File: src/rtl/ex_mem_pkg.sv
// ex_mem_pkg: shared types for the EX/MEM pipeline stage and its skid buffer.
// Holds the default-width payload layout, its width, and the buffer occupancy states.
package ex_mem_pkg;

    localparam int unsigned XLEN_DEF    = 32;
    localparam int unsigned RADDR_W_DEF = 5;

    // Field order matters: ex_mem_stage packs its local payload in the same order.
    typedef struct packed {
        logic                   reg_write;
        logic                   mem_to_reg;
        logic                   mem_read;
        logic                   mem_write;
        logic                   branch;
        logic                   zero;
        logic [XLEN_DEF-1:0]    alu_result;
        logic [XLEN_DEF-1:0]    store_data;
        logic [XLEN_DEF-1:0]    branch_sum;
        logic [RADDR_W_DEF-1:0] rd;
    } ex_mem_payload_t;

    localparam int unsigned PAYLOAD_W = $bits(ex_mem_payload_t);

    typedef enum logic [1:0] {
        EMPTY = 2'd0,
        ONE   = 2'd1,
        TWO   = 2'd2
    } state_t;

endpackage

File: src/rtl/pipe_skid_buf.sv
// pipe_skid_buf: generic 2-entry skid buffer with synchronous flush.
// in_ready depends only on registered occupancy and reset, never on out_ready.
module pipe_skid_buf
    import ex_mem_pkg::*;
#(
    parameter int unsigned      W         = 8,
    parameter logic [W-1:0]     RESET_VAL = '0
) (
    input  logic         clk,
    input  logic         reset,
    input  logic         flush,
    input  logic         in_valid,
    output logic         in_ready,
    input  logic [W-1:0] in_data,
    output logic         out_valid,
    input  logic         out_ready,
    output logic [W-1:0] out_data
);

    state_t       state;
    logic [W-1:0] head_q;
    logic [W-1:0] skid_q;
    logic         accept;
    logic         pop;

    // Handshake qualifiers derived from occupancy.
    always_comb begin
        out_valid = (state != EMPTY);
        in_ready  = reset & (state != TWO);
        accept    = in_valid & in_ready;
        pop       = out_valid & out_ready;
        out_data  = head_q;
    end

    // Occupancy and storage update; flush wins over accept and pop.
    always_ff @(posedge clk or negedge reset) begin
        if (!reset) begin
            state  <= EMPTY;
            head_q <= RESET_VAL;
            skid_q <= RESET_VAL;
        end else if (flush) begin
            state <= EMPTY;
        end else begin
            case (state)
                EMPTY: begin
                    if (accept) begin
                        head_q <= in_data;
                        state  <= ONE;
                    end
                end
                ONE: begin
                    if (accept && pop) begin
                        head_q <= in_data;
                    end else if (accept) begin
                        skid_q <= in_data;
                        state  <= TWO;
                    end else if (pop) begin
                        state  <= EMPTY;
                    end
                end
                TWO: begin
                    if (pop) begin
                        head_q <= skid_q;
                        state  <= ONE;
                    end
                end
                default: state <= EMPTY;
            endcase
        end
    end

endmodule

File: src/rtl/ex_mem_stage.sv
// ex_mem_stage: EX->MEM pipeline register with valid/ready handshake and flush.
// Optional macro EX_MEM_FWD_EN adds fwd_we/fwd_rd/fwd_data taken from the head entry.
module ex_mem_stage
    import ex_mem_pkg::*;
#(
    parameter int unsigned     XLEN     = 32,
    parameter int unsigned     RADDR_W  = 5,
    parameter logic [XLEN-1:0] RESET_PC = '0
) (
    input  logic               clk,
    input  logic               reset,
    input  logic               flush,
    input  logic               in_valid,
    output logic               in_ready,
    input  logic               in_reg_write,
    input  logic               in_mem_to_reg,
    input  logic               in_mem_read,
    input  logic               in_mem_write,
    input  logic               in_branch,
    input  logic               in_zero,
    input  logic [XLEN-1:0]    in_alu_result,
    input  logic [XLEN-1:0]    in_store_data,
    input  logic [XLEN-1:0]    in_branch_sum,
    input  logic [RADDR_W-1:0] in_rd,
    output logic               out_valid,
    input  logic               out_ready,
    output logic               out_reg_write,
    output logic               out_mem_to_reg,
    output logic               out_mem_read,
    output logic               out_mem_write,
    output logic               out_branch,
    output logic               out_zero,
    output logic [XLEN-1:0]    out_alu_result,
    output logic [XLEN-1:0]    out_store_data,
    output logic [XLEN-1:0]    out_branch_sum,
    output logic [RADDR_W-1:0] out_rd
`ifdef EX_MEM_FWD_EN
    ,
    output logic               fwd_we,
    output logic [RADDR_W-1:0] fwd_rd,
    output logic [XLEN-1:0]    fwd_data
`endif
);

    // Same layout as ex_mem_payload_t, but sized by this instance's parameters.
    typedef struct packed {
        logic               reg_write;
        logic               mem_to_reg;
        logic               mem_read;
        logic               mem_write;
        logic               branch;
        logic               zero;
        logic [XLEN-1:0]    alu_result;
        logic [XLEN-1:0]    store_data;
        logic [XLEN-1:0]    branch_sum;
        logic [RADDR_W-1:0] rd;
    } payload_t;

    localparam int unsigned PW = $bits(payload_t);
    localparam payload_t RST_PAYLOAD = '{
        reg_write: 1'b0, mem_to_reg: 1'b0, mem_read: 1'b0, mem_write: 1'b0,
        branch: 1'b0, zero: 1'b0, alu_result: '0, store_data: '0,
        branch_sum: RESET_PC, rd: '0
    };

    payload_t in_p;
    payload_t head_p;

    // Pack the EX-side fields into one payload word.
    always_comb begin
        in_p            = RST_PAYLOAD;
        in_p.reg_write  = in_reg_write;
        in_p.mem_to_reg = in_mem_to_reg;
        in_p.mem_read   = in_mem_read;
        in_p.mem_write  = in_mem_write;
        in_p.branch     = in_branch;
        in_p.zero       = in_zero;
        in_p.alu_result = in_alu_result;
        in_p.store_data = in_store_data;
        in_p.branch_sum = in_branch_sum;
        in_p.rd         = in_rd;
    end

    pipe_skid_buf #(
        .W         (PW),
        .RESET_VAL (RST_PAYLOAD)
    ) u_skid (
        .clk       (clk),
        .reset     (reset),
        .flush     (flush),
        .in_valid  (in_valid),
        .in_ready  (in_ready),
        .in_data   (in_p),
        .out_valid (out_valid),
        .out_ready (out_ready),
        .out_data  (head_p)
    );

    // Unpack the head entry; side-effecting controls are squashed on bubbles.
    always_comb begin
        out_reg_write  = out_valid & head_p.reg_write;
        out_mem_read   = out_valid & head_p.mem_read;
        out_mem_write  = out_valid & head_p.mem_write;
        out_branch     = out_valid & head_p.branch;
        out_mem_to_reg = head_p.mem_to_reg;
        out_zero       = head_p.zero;
        out_alu_result = head_p.alu_result;
        out_store_data = head_p.store_data;
        out_branch_sum = head_p.branch_sum;
        out_rd         = head_p.rd;
    end

`ifdef EX_MEM_FWD_EN
    // Forwarding source for EX; writes to x0 are never forwarded.
    always_comb begin
        fwd_we   = out_valid & head_p.reg_write & (head_p.rd != '0);
        fwd_rd   = head_p.rd;
        fwd_data = head_p.alu_result;
    end
`endif

endmodule
File: config.mk
export PLATFORM = sky130hd
export DESIGN_NAME = ex_mem_stage
export DESIGN_NICKNAME = d
export VERILOG_FILES = /design/src/rtl/ex_mem_pkg.sv /design/src/rtl/pipe_skid_buf.sv /design/src/rtl/ex_mem_stage.sv
export SDC_FILE = /design/constraint.sdc
export NUM_CORES = 1
export LEC_CHECK = 0
export ABC_AREA = 1
export BUFFER_PORTS_ARGS = -buffer_cell sky130_fd_sc_hd__buf_4
export CORE_UTILIZATION = 53
export DETAILED_ROUTE_END_ITERATION = 6
export GPL_ROUTABILITY_DRIVEN = 0
export GPL_TIMING_DRIVEN = 0
export PLACE_DENSITY_LB_ADDON = 0.1
export SETUP_SLACK_MARGIN = 0.1
export SLEW_MARGIN = 20
export SYNTH_ARGS = -nofsm -noshare
export SYNTH_HDL_FRONTEND = slang
export SYNTH_SLANG_ARGS = --single-unit
File: constraint.sdc
create_clock -name clk -period 3.5 [get_ports clk]
set_input_delay 0.35 -clock clk [delete_from_list [all_inputs] [get_ports clk]]
set_output_delay 0.35 -clock clk [all_outputs]
set_load 0.03 [all_outputs]
==> flow_summary.yaml <==
min_path:
  hp-class: "primary input to register"
timing:
  period_needed_ns: 2.51
  finalMaxSlewViolations: 0
  timing.fmax_mhz: 399
  rsz0062_at_grt: "no"
  hold_viol: 0
  worst_pin_slew_ns: 0.515
  holdWs_ns: 0.0853
  relSlewSlack: 0.656
  setup_viol: 0
  fin_skew_ns: 0.00626
  min_period_over_period: 0.717
critical_path:
  cp.depth: 10
  cpPeakStageDelay_ns: 0.56
  critPathKind: "primary input to register"
  critPathCapture: "u_skid.skid_q[60]"
  reg2reg_slack_ns: 1.73
  reg2regPathDepth: 7
  cp_max_fo: 76
  crit_required_ns: 3.86
  critPathArrivalTime_ns: 2.87
  endpoint_kind: "register"
  cpMaxStageDelayCell: "dlygate4sd3_1"
  r2r_start: "u_skid.state[0]"
  path_cells: "dlygate4sd3_1 -> buf_8 -> buf_16 -> nand4_1 -> nor2_2 -> nand2_2 -> buf_4 -> buf_4 -> nand2_1 -> o21ai_0"
  worst_r2r_endpoint: "u_skid.out_data[88]"
  start_kind: "primary input"
  crit_start: "reset"
  worst-path-buf-inv: 5
  crit_path_frequent_cell: "buf_4"
  crit_family: "buffers and inverters"
place:
  dp_hpwl_um: 17000
  io_buffers: 220
clock_tree:
  clock_latency_ns: 0.50
  post_cts_buffers: 0
  cts_tree: "built"
  root_buffer: "clkbuf_16"
  cts_made_buffers: 24
  clk_path_buf_depth: 3
  clk_pin_slew_worst_paths_ns: 0.06
  htreeDepth: 1
  clkSinkCount: 216
  cts_resized: 0
global_route:
  grt_pass1_vias: 7842
  grt_pass1_wl_um: 39500
  antenna_found_initial: 0
  overflow: 0
  grt_max_degree: 88
  track_usage: 0.247
drt:
  wl_per_cell_um: 14.7
  via_per_inst: 4.88
  ant_nets: 0
  wl_um: 24300
  drt_iter0_drc: 458
  vias: 8096
  drt-pass1-iter-count: 5
  drc: 0
floorplanning:
  die_w_um: 142
  ios: 221
  rows: 50
  start_util: 0.546
  core_area_sq_um: 18900
  dieArea_sq_um: 20000
  die_h_um: 142
yosys:
  yosysTopAreaCellShare: 0.524
  synth_area_leader_cell: "dfrtp_1"
  synth_edf_count: 0
  ys_seq_area_frac: 0.524
  ys_types: 22
  ys_warn_count: 0
  synth_common_cells: "329 x nand2_1, 216 x dfrtp_1, 120 x buf_4, 120 x o21ai_0, 71 x inv_1"
  ys_ff_latch: 216
  netlist_instances: 1133
  yosys_most_used_dff: "dfrtp_1"
  ys_async_sr_fraction: 1.00
  syn_area_per_cell_sq_um: 9.11
  syn-num-nets: 1245
  syn-cell-area_sq_um: 10300
  synth.most_common_cell: "nand2_1"
  synthTopCellsByArea: "dfrtp_1 52%, nand2_1 12%, buf_4 8.7%"
layout:
  final_nets: 1494
  syn_to_final_growth_pct: 27.6
  drive_above_1_share: 0.343
  fillerInstances: 1565
  num_antenna_cells: 0
status:
  status: "completed"
power_and_ir_drop:
  fin_total_pwr_w: 0.0120
  cellPowerDensity_nw_per_um2: 911
  p_leak_nw: 7.36
  peakVddDrop_mv: 0.639
job:
  max-cap-violations: 0
==> registers in the layout, summed over array words and instances (netlist names) <==
signal and flops:
u_skid.out_data 107, u_skid.skid_q 107, u_skid.state 2
==> worst min path at each step <==
stage,startpoint,to,cells after the start
after floorplan,reset,u_skid.out_data[0],0
after global placement,u_skid.skid_q[21],u_skid.skid_q[21],2
after detailed placement,reset,u_skid.out_data[14],1
after CTS,in_branch_sum[21],u_skid.skid_q[26],3
after global routing,in_mem_read,u_skid.skid_q[104],3
final,in_branch_sum[28],u_skid.skid_q[33],3
==> logic make-up after synthesis <==
| logic type | Yosys count | share of synthesized area |
|---|---|---|
| simple gates | 395 | 0.153 |
| buf+inv | 244 | 0.144 |
| compound gates | 232 | 0.135 |
| flops | 216 | 0.524 |
| mux | 46 | 0.0446 |
==> placed cells by master, fill, tap and decap left out, drive strengths merged, types with 4 or more instances in the layout <==
cell	Yosys	layout
nor2	11	11
nand2	333	333
dfrtp	216	216
nand3	50	50
inv	74	75
buf	151	373
clkinv	0	4
mux2i	46	46
o21ai	230	230
clkbuf	19	54
==> what timing repair did <==
item / in CTS / in global routing
hold buffers: 1 / 0
hold endpoints to repair: 56 / 0
endpoints found under the setup margin: 0 / 0
==> layout make-up <==
| type | instances | area, sq um | area share |
|---|---|---|---|
| flip-flops and latches | 216 | 5410 | 0.410 |
| inverters | 74 | 278 | 0.0211 |
| well taps | 260 | 325 | 0.0247 |
| multi-input cells | 673 | 3430 | 0.260 |
| clock buffers | 35 | 733 | 0.0557 |
| plain buffers | 170 | 1210 | 0.0916 |
| clock inverters | 7 | 68.8 | 0.00523 |
| repair buffers | 223 | 1720 | 0.131 |
==> worst reg2reg max path, cell delays in order (launching register included) <==
cell and delay (ns):
dfrtp_1 0.39, inv_2 0.08, nand2_4 0.16, buf_4 0.26, clkbuf_1 0.43, nand2_1 0.10, o21ai_0 0.14, o21ai_2 0.09
==> through the flow <==
step	instances	utilization	setup TNS, ns	setup slack, ns	instance area [sq um]
2_1_floorplan	1133	-	0	1.92	10300
3_3_place_gp	1613	0.651	-84.71	-0.524	12300
3_5_place_dp	1615	0.654	0	0.993	12400
4_1_cts	1658	0.697	0	0.935	13200
5_1_grt	1658	0.697	0	0.721	13200
6_report	1658	0.697	0	0.991	13200
==> power by group <==
| group | switching (W) | internal, W | leakage (nW) |
|---|---|---|---|
| Combinational | 0.00284 | 0.00231 | 4.25 |
| Sequential | 0.000626 | 0.00369 | 2.71 |
| Clock | 0.000997 | 0.00152 | 0.398 |
| Total | 0.00446 | 0.00753 | 7.36 |
==> per-layer routing <==
layer / track usage / vias up / share of wire
met2: 0.412 / 234 / 0.48
met1: 0.330 / 3780 / 0.43
met4: 0.0690 / 0 / 0.024
met5: 0 / - / 0
met3: 0.0472 / 44 / 0.063
li1: - / 4038 / -
Note: power is estimated with default switching activity, not from simulation.
